## src/rtl/ps2_pkg.sv

```systemverilog
// Shared PS/2 definitions: transmitter FSM states, frame constants,
// common keyboard command codes and the odd-parity helper.
`timescale 1ns/1ps
package ps2_pkg;

  // Host transmitter FSM states
  typedef enum logic [2:0] {
    IDLE,
    INHIBIT,
    REQ,
    BITS,
    ACK,
    WAIT_IDLE,
    DONE,
    ERROR
  } ps2_tx_state_t;

  // Falls that carry a frame: 8 data bits, parity, stop release
  localparam int PS2_FRAME_FALLS = 10;
  // Extra attempts after a failed frame when retries are built
  localparam int MAX_RETRY       = 2;

  // Common host-to-keyboard commands
  localparam logic [7:0] PS2_CMD_SET_LEDS = 8'hED;
  localparam logic [7:0] PS2_CMD_ENABLE   = 8'hF4;
  localparam logic [7:0] PS2_CMD_RESET    = 8'hFF;

  // PS/2 uses odd parity: the 9 transmitted bits hold an odd count of ones
  function automatic logic odd_parity(input logic [7:0] d);
    return ~^d;
  endfunction

endpackage

```

## src/rtl/ps2_line_filter.sv

```systemverilog
// PS/2 line conditioner: 2-FF synchroniser, level filter that needs
// FILTER_LEN consecutive equal samples before accepting a new level,
// and a one-cycle strobe on each accepted 1->0 transition.
// The idle level of an open-drain PS/2 line is high, so reset reports 1.
`timescale 1ns/1ps
module ps2_line_filter #(
  parameter int FILTER_LEN = 8
) (
  input  logic clk,
  input  logic rst,
  input  logic i_line,
  output logic o_level,
  output logic o_fall
);

  localparam int CW = (FILTER_LEN > 1) ? $clog2(FILTER_LEN + 1) : 1;

  logic          r_sync1;
  logic          r_sync2;
  logic          r_level;
  logic          r_fall;
  logic [CW-1:0] r_cnt;

  // Synchronise the pin, then accept a new level only after it has differed
  // from the current one for FILTER_LEN samples in a row; any return to the
  // current level restarts the count, which swallows short glitches.
  always_ff @(posedge clk) begin
    if (rst) begin
      r_sync1 <= 1'b1;
      r_sync2 <= 1'b1;
      r_level <= 1'b1;
      r_fall  <= 1'b0;
      r_cnt   <= '0;
    end else begin
      r_sync1 <= i_line;
      r_sync2 <= r_sync1;
      r_fall  <= 1'b0;
      if (r_sync2 != r_level) begin
        if (r_cnt == CW'(FILTER_LEN - 1)) begin
          r_level <= r_sync2;
          r_fall  <= ~r_sync2;
          r_cnt   <= '0;
        end else begin
          r_cnt <= r_cnt + 1'b1;
        end
      end else begin
        r_cnt <= '0;
      end
    end
  end

  assign o_level = r_level;
  assign o_fall  = r_fall;

endmodule

```

## src/rtl/ps2_host_tx.sv

```systemverilog
// PS/2 host-to-device transmitter. Sends one command byte to the keyboard
// by inhibiting the clock, issuing request-to-send, shifting data/parity out
// on device clock falls and checking the device ACK. rx_inhibit tells the
// neighbouring receiver to ignore the bus while a send is in flight.
// Optional feature macro: PS2_TX_RETRY_EN -- when defined, a NACK or timeout
// restarts the frame with the same byte up to MAX_RETRY more times before
// error is reported.
`timescale 1ns/1ps
module ps2_host_tx
  import ps2_pkg::*;
#(
  parameter int INHIBIT_CYCLES = 3000,
  parameter int TIMEOUT_CYCLES = 375000,
  parameter int FILTER_LEN     = 8
) (
  input  logic       clk25,
  input  logic       rst,
  input  logic [7:0] tx_data,
  input  logic       tx_valid,
  output logic       tx_ready,
  input  logic       ps2_clk_in,
  input  logic       ps2_data_in,
  output logic       ps2_clk_oe,
  output logic       ps2_data_oe,
  output logic       rx_inhibit,
  output logic       done,
  output logic       error
);

  localparam int INH_W = $clog2(INHIBIT_CYCLES + 1);

  ps2_tx_state_t  r_state;
  logic [8:0]     r_shift;
  logic [INH_W-1:0] r_cnt;
  logic [18:0]    r_to;
  logic [3:0]     r_nfall;
  logic           r_tx_ready;
  logic           r_clk_oe;
  logic           r_data_oe;
  logic           r_rx_inhibit;
  logic           r_done;
  logic           r_error;
`ifdef PS2_TX_RETRY_EN
  logic [1:0]     r_retry;
  logic [8:0]     r_byte;
`endif

  logic        w_clk_level;
  logic        w_clk_fall;
  logic        w_data_level;
  logic        w_data_fall_unused;
  logic [18:0] w_to_next;
  logic        w_timeout;
  logic        w_nack;
  logic        w_fail;

  ps2_line_filter #(.FILTER_LEN(FILTER_LEN)) u_clk_filter (
    .clk     (clk25),
    .rst     (rst),
    .i_line  (ps2_clk_in),
    .o_level (w_clk_level),
    .o_fall  (w_clk_fall)
  );

  ps2_line_filter #(.FILTER_LEN(FILTER_LEN)) u_data_filter (
    .clk     (clk25),
    .rst     (rst),
    .i_line  (ps2_data_in),
    .o_level (w_data_level),
    .o_fall  (w_data_fall_unused)
  );

  // Saturating timeout count; a stuck device can never wrap it back to zero
  assign w_to_next = (r_to == '1) ? r_to : r_to + 19'd1;

  // Failure detection: timeout while waiting on the device, or data high at the ACK fall
  always_comb begin
    w_timeout = 1'b0;
    w_nack    = 1'b0;
    if (r_state inside {BITS, ACK, WAIT_IDLE})
      w_timeout = (w_to_next >= 19'(TIMEOUT_CYCLES));
    if (r_state == ACK && w_clk_fall && w_data_level)
      w_nack = 1'b1;
  end

  assign w_fail = w_timeout | w_nack;

  // Transmit FSM with registered line enables and handshake outputs
  always_ff @(posedge clk25) begin
    if (rst) begin
      r_state      <= IDLE;
      r_shift      <= '0;
      r_cnt        <= '0;
      r_to         <= '0;
      r_nfall      <= '0;
      r_tx_ready   <= 1'b1;
      r_clk_oe     <= 1'b0;
      r_data_oe    <= 1'b0;
      r_rx_inhibit <= 1'b0;
      r_done       <= 1'b0;
      r_error      <= 1'b0;
`ifdef PS2_TX_RETRY_EN
      r_retry      <= '0;
      r_byte       <= '0;
`endif
    end else begin
      r_done  <= 1'b0;
      r_error <= 1'b0;
      if (w_fail) begin
`ifdef PS2_TX_RETRY_EN
        // Restart the whole frame with the saved byte; rx_inhibit stays high
        if (r_retry != 2'(MAX_RETRY)) begin
          r_retry   <= r_retry + 2'd1;
          r_state   <= INHIBIT;
          r_clk_oe  <= 1'b1;
          r_data_oe <= 1'b0;
          r_cnt     <= '0;
          r_shift   <= r_byte;
        end else begin
          r_state <= ERROR;
        end
`else
        r_state <= ERROR;
`endif
      end else begin
        case (r_state)
          IDLE: begin
            if (tx_valid) begin
              r_shift      <= {odd_parity(tx_data), tx_data};
              r_state      <= INHIBIT;
              r_tx_ready   <= 1'b0;
              r_rx_inhibit <= 1'b1;
              r_clk_oe     <= 1'b1;
              r_data_oe    <= 1'b0;
              r_cnt        <= '0;
`ifdef PS2_TX_RETRY_EN
              r_byte       <= {odd_parity(tx_data), tx_data};
              r_retry      <= '0;
`endif
            end
          end
          INHIBIT: begin
            // clk_oe was raised at accept; the start bit goes out in its last cycle
            if (r_cnt == INH_W'(INHIBIT_CYCLES - 2)) begin
              r_data_oe <= 1'b1;
              r_state   <= REQ;
            end else begin
              r_cnt <= r_cnt + 1'b1;
            end
          end
          REQ: begin
            // Release the clock; this cycle counts as the first of the timeout window
            r_clk_oe <= 1'b0;
            r_to     <= 19'd1;
            r_nfall  <= '0;
            r_state  <= BITS;
          end
          BITS: begin
            r_to <= w_to_next;
            if (w_clk_fall) begin
              if (r_nfall == 4'(PS2_FRAME_FALLS - 1)) begin
                r_data_oe <= 1'b0;
                r_state   <= ACK;
              end else begin
                r_data_oe <= ~r_shift[0];
                r_shift   <= {1'b0, r_shift[8:1]};
                r_nfall   <= r_nfall + 4'd1;
              end
            end
          end
          ACK: begin
            r_to <= w_to_next;
            if (w_clk_fall)
              r_state <= WAIT_IDLE;
          end
          WAIT_IDLE: begin
            r_to <= w_to_next;
            if (w_clk_level && w_data_level)
              r_state <= DONE;
          end
          DONE: begin
            r_done       <= 1'b1;
            r_rx_inhibit <= 1'b0;
            r_tx_ready   <= 1'b1;
            r_state      <= IDLE;
          end
          ERROR: begin
            r_clk_oe     <= 1'b0;
            r_data_oe    <= 1'b0;
            r_error      <= 1'b1;
            r_rx_inhibit <= 1'b0;
            r_tx_ready   <= 1'b1;
            r_state      <= IDLE;
          end
          default: r_state <= IDLE;
        endcase
      end
    end
  end

  assign tx_ready    = r_tx_ready;
  assign ps2_clk_oe  = r_clk_oe;
  assign ps2_data_oe = r_data_oe;
  assign rx_inhibit  = r_rx_inhibit;
  assign done        = r_done;
  assign error       = r_error;

endmodule

```

## config.mk

```make
export PLATFORM = sky130hd
export DESIGN_NAME = ps2_host_tx
export DESIGN_NICKNAME = d
export VERILOG_FILES = /design/src/rtl/ps2_pkg.sv /design/src/rtl/ps2_line_filter.sv /design/src/rtl/ps2_host_tx.sv
export SDC_FILE = /design/constraint.sdc
export NUM_CORES = 1
export LEC_CHECK = 0
export BUFFER_PORTS_ARGS = -buffer_cell sky130_fd_sc_hd__buf_2
export CAP_MARGIN = 20
export CORE_AREA = 10 10 105 107
export CTS_CLUSTER_DIAMETER = 60
export CTS_CLUSTER_SIZE = 30
export DETAILED_ROUTE_END_ITERATION = 10
export DIE_AREA = 0 0 115 117
export PLACE_DENSITY = 0.71
export SKIP_CTS_REPAIR_TIMING = 1
export SYNTH_ARGS = -nofsm -noshare
export SYNTH_HDL_FRONTEND = slang
export SYNTH_HIERARCHICAL = 1
export SYNTH_SLANG_ARGS = --single-unit
```

## constraint.sdc

```tcl
create_clock -name clk25 -period 4.1 [get_ports clk25]
set_clock_uncertainty 0.15 [all_clocks]
set_input_delay 0.615 -clock clk25 [delete_from_list [all_inputs] [get_ports clk25]]
set_output_delay 0.615 -clock clk25 [all_outputs]
set_load 0.02 [all_outputs]
```

==> After elaboration in Yosys (flattened, before gate mapping) <==
Cells that the tools add are included.
{ "op_classes": {"n_reduce_logical": 30, "muxes": 33, "bitwise_logic": 7, "shift": 0, "multipliers": 0, "div_mod_pow": 0, "n_eq_ne": 25, "addsub": 5, "order_cmp": 1} }
{ "op_table": {"columns": ["op", "count"], "rows": [
  ["$pmux 19 s2", 1],
  ["$mux 9", 3],
  ["$mux 12", 2],
  ["$pmux 12 s2", 1],
  ["$mux 3", 7],
  ["$pmux 3 s7", 1],
  ["$add 19x1->19 const B", 1],
  ["$eq 19x19->1 const B", 1],
  ["$ge 19x19->1 const B", 1],
  ["$mux 19", 1],
  ["$pmux 9 s2", 1],
  ["$add 12x1->12 const B", 1],
  ["$add 4x1->4 const B", 3],
  ["$eq 12x12->1 const B", 1],
  ["$eq 3x3->1 const B", 4],
  ["$ne 3x2->1 const B", 4],
  ["$reduce_bool 2->1", 6],
  ["$reduce_or 3->1", 4],
  ["$reduce_and 5->1", 2],
  ["$mux 1", 9],
  ["$eq 4x3->1 const B", 2],
  ["$mux 4", 2],
  ["$ne 2x2->1 const B", 4],
  ["$pmux 4 s2", 1],
  ["other kinds (20)", 38]
]} }
{ "word_totals": {"mem_bits_rw": 0, "elab_cells": 121, "ff_bits": 68, "memories": 0, "rom_bits": 0, "out_inout_bits": 6, "in_bits": 13, "latchBits": 0} }

==> Depth between registers and ports, before layout <==
{ "depth": {"ltp_word": 7, "depth_mapped": 12, "depth_no_buf": 11} }

==> Hierarchy <==
Netlist, hierarchy kept.
{ "by_module_without_submodules": {"columns": ["module", "seq_area_each_um2", "area_each_um2", "n_inst", "cells_per_inst"], "rows": [
  ["ps2_host_tx", 1061.0, 3318.2, 1, 424],
  ["ps2_line_filter", 160.2, 300.3, 2, 26]
]} }

==> Worst setup path after synthesis <==
OpenSTA, ideal clock, no wires.
{ "synth_timing": {"path_kind": "flip-flop to flip-flop", "startpoint": "register r_to[1]", "endpoint": "register r_nfall[2]", "stages_incl_launch_ff": 12, "required_time_ps": 3876, "setup_ps": 74, "path_buffers": 1, "path_slack_ps": 1168, "t_arrival_ps": 2707, "period_less_slack_ps": 2932, "path_cell_list": "dfxtp_1 -> ha_1 -> and3_2 -> nand2_1 -> nor3_1 -> xor2_1 -> a22o_1 -> a21oi_2 -> nor2_2 -> buf_6 -> or4_1 -> a31oi_1"} }
{ "synth_between": {"elab_chain_cells": 7, "elab_cells_between_ends": 8, "classes_between": "1 x add/sub; 1 x order compare; 1 x eq/ne; 2 x mux; 2 x bitwise; 1 x reduce/logical"} }
{ "synth_lines": {"columns": ["element", "line_no", "source"], "rows": [
  ["start: declaration", "ps2_host_tx.sv:35", "logic [18:0] r_to;"],
  ["start signal: assignment", "ps2_host_tx.sv:159", "r_to <= w_to_next;"],
  ["start signal: assignment", "ps2_host_tx.sv:172", "r_to <= w_to_next;"],
  ["start signal: assignment", "ps2_host_tx.sv:177", "r_to <= w_to_next;"],
  ["$add 19x1->19 / $eq 19x19->1 (equally long branches)", "ps2_host_tx.sv:74", "assign w_to_next = (r_to == '1) ? r_to : r_to + 19'd1;"],
  ["$mux 19 (*)", "ps2_host_tx.sv:74", null],
  ["$ge 19x19->1 (*)", "ps2_host_tx.sv:81", "w_timeout = (w_to_next >= 19'(TIMEOUT_CYCLES));"],
  ["$mux 1 (*)", "ps2_host_tx.sv:80", "if (r_state inside {BITS, ACK, WAIT_IDLE})"],
  ["$or 1x1->1 (*)", "ps2_host_tx.sv:86", "assign w_fail = w_timeout | w_nack;"],
  ["$not 1->1 (no source line) (*)", null, null],
  ["$reduce_and 4->1 (no source line) (*)", null, null],
  ["end signal: assignment", "ps2_host_tx.sv:167", "r_nfall <= r_nfall + 4'd1;"],
  ["end: declaration", "ps2_host_tx.sv:36", "logic [3:0] r_nfall;"]
]} }
Mark *: on every way between the ends. The rest lies on a longest branch, timed or not.
A chain may end at the register's enable or synchronous reset.

==> Worst setup path after layout <==
{ "layout_timing": {"startpoint": "register r_to[0]", "endpoint": "register r_to[0]"} }
{ "layout_between": {"elab_chain_cells": 7, "elab_cells_between_ends": 9, "classes_between": "1 x add/sub; 1 x order compare; 1 x eq/ne; 3 x mux; 2 x bitwise; 1 x reduce/logical"} }
{ "layout_lines": {"columns": ["element", "line_no"], "rows": [
  ["$add 19x1->19 / $eq 19x19->1 (equally long branches)", "ps2_host_tx.sv:74"],
  ["$mux 19 (*)", "ps2_host_tx.sv:74"],
  ["$ge 19x19->1", "ps2_host_tx.sv:81"],
  ["$mux 1", "ps2_host_tx.sv:80"],
  ["$or 1x1->1", "ps2_host_tx.sv:86"],
  ["$not 1->1 (no source line)", null],
  ["$reduce_and 2->1 (no source line)", null]
]} }
Marked as above.

==> metrics.md <==
| Metric | Value |
|---|---|
| Hold endpoint | u_data_filter/r_sync2 |
| Routed len/inst | approximately 14 µm |
| Final setup fails | 0 |
| Port bufs | 18 |
| Power density over cell area | around 430 mW/mm² |
| Most frequent cells in the layout | 68 x dfxtp_1, 50 x nor2_1, 48 x nand2_1 |
| Syn Nets | 494 |
| Lkg Pwr | roughly 0.0017 µW |
| DP HPWL | 6.08 mm |
| Final Util | approximately 47% |
| Io pins | 19 |
| Final min period | between 3 and 4 ns |
| CP startpoint | r_to[0] |
| P&R area growth vs syn | 8.41% |
| Vias per cell | approximately 5.6 |
| Worst path required time | between 4 and 5 ns |
| Worst Reg-to-Reg Cells | 10 |
| DIE HEIGHT | between 100 and 150 µm |
| Total GRT Usage | 13.2% |
| Startpoint Class | register |
| Fin. Hold Viols | 0 |
| Least-Margin Pin Slew | ~0.63 ns |
| Ys Warns | 6 |
| Slew HR | between 50% and 60% |
| Worst min path class | reg2reg |
| Clk buf depth | 2 |
| Global-route wire length before repair | around 15 mm |
| Number of global-route vias before repair | around 3200 |
| Post-Syn Area | a little under 0.004 mm² |
| Final RePlAce weighted congestion | 0.856 |
| Fraction of layout cells with a size suffix above 1 | between 10% and 20% |
| Largest net degree at the start of global routing | 32 |
| Syn Inst Count | between 400 and 500 |
| Final wirelength | 8.45 mm |
| Setup ws final | roughly 0.76 ns |
| N_diodes | 0 |
| Die area | about 0.013 mm² |
| Latest clock arrival within the worst-skew pair | approximately 0.35 ns |
| RSZ-0062 raised after global routing | false |
| Clock transition at path regs | about 0.090 ns |
| Detailed Route Iter0 Violations | just under 200 |
| CP endpoint kind | register |
| Crit path DAT | between 3 and 4 ns |
| Pins Over Slew Limit | 0 |
| Max Fanout on Critical Path | 11 |
| Number of max-cap violations | 0 |
| Core area | about 0.009 mm² |
| Antenna-violating nets left | 0 |
| DR DRC count | 0 |
| Status | completed |
| Worst hold stages | 1 |
| Clock sink count | 68 |
| TritonCTS Buffers | 9 |
| Most common cell after layout, fill and taps aside | dfxtp_1 |
| DR pass1 iterations | 5 |
| Max Fclk | ~300 MHz |
| Mapped Avg Cell Area | 8.19 µm² |
| Fillers | between 800 and 900 |
| Worst R2R Start | r_to[0] |
| Initial antenna violation count | 0 |
| Hold Path Origin | u_data_filter/r_sync1 |
| Chip Width | 115 µm |
| Gr ovfl total | 0 |
| CTS Root Cell | clkbuf_8 |
| Nets | 506 |
| Rows | 35 |
| Worst IR drop on VDD | roughly 0.30 mV |
| TritonCTS clock tree | done |
| Vias | 3379 |
| Initial Util | a little over two fifths |
| Critical path class | reg2reg |
| Fin crit share | 81.5% |
| Pre-CTS setup slack | ~0.83 ns |
| Reg2Reg Setup Slack | 0.76 ns |
| Setup tns final | 0 ns |
| Worst R2R End | r_to[0] |
| H-tree Lvls | 3 |
[metrics by stage]
stage	power (µW)	cells	hold slack, ns	instance area (µm²)
after global placement	1240	586	0.243	4010
after floorplan	1150	474	0.239	3880
after global routing	1930	602	0.279	4210
after CTS	1830	602	0.268	4210
after detailed placement	1250	586	0.244	4010
final	1820	602	0.274	4210
[worst max-delay path: stages (launching register included)]
cell     delay, ns
dfxtp_1       0.55
ha_1          0.31
and3_2        0.25
nand2_1       0.14
nor3_1        0.38
xor2_1        0.12
a22o_1        0.28
a21oi_2       0.24
nor2_2        0.15
or4_1         0.52
a41oi_1       0.18
[power by group]
part / switching [µW] / total, µW / leakage [µW] / internal, µW
Combinational: 275 / 440 / 0.00105 / 165
Sequential: 73.3 / 800 / 0.000553 / 727
Clock: 291 / 580 / 0.000101 / 289
[layer usage]
layer | share of wire [%] | up-vias | routed length (µm) | global-route usage [%]
met5 | 0 | - | 0 | 0
met4 | 0.82 | 0 | 69 | 4.13
met3 | 4.7 | 6 | 393 | 3.72
met2 | 47 | 64 | 4010 | 21.2
met1 | 47 | 1587 | 3980 | 16.6
li1 | - | 1722 | - | -
[area by class of cell]
type | count | area (µm²) | share of cell area (%)
clock buffers | 9 | 124 | 2.94
clock inverters | 7 | 81.3 | 1.93
inverters | 26 | 97.6 | 2.32
multi-input cells | 358 | 2280 | 54.1
flip-flops and latches | 68 | 1360 | 32.3
well taps | 111 | 139 | 3.30
repair buffers | 23 | 128 | 3.03
[worst max-delay path by stage]
| stage | endpoint | slack (ns) | depth (start not counted) |
|---|---|---|---|
| after detailed placement | r_to[0] | 0.83 | 10 |
| after CTS | r_to[0] | 0.77 | 10 |
| final | r_to[0] | 0.76 | 10 |
| after global routing | r_to[9] | 0.43 | 11 |
| after global placement | r_to[0] | 0.90 | 10 |
| after floorplan | r_nfall[2] | 1.17 | 11 |
[sequential cells by signal, summed over array words and instances, names as in the netlist]
name and cells:
r_shift 9, u_data_filter/r_cnt 4, u_clk_filter/r_cnt 4, u_data_filter/r_sync2 1, r_to 19, tx_ready 1
u_clk_filter/r_sync2 1, ps2_clk_oe 1, u_clk_filter/o_level 1, r_nfall 4, u_data_filter/r_sync1 1, done 1
error 1, r_cnt 12, rx_inhibit 1, u_clk_filter/o_fall 1, ps2_data_oe 1, u_data_filter/o_level 1
u_clk_filter/r_sync1 1, r_state 3
(Power assumes the default switching activity.)
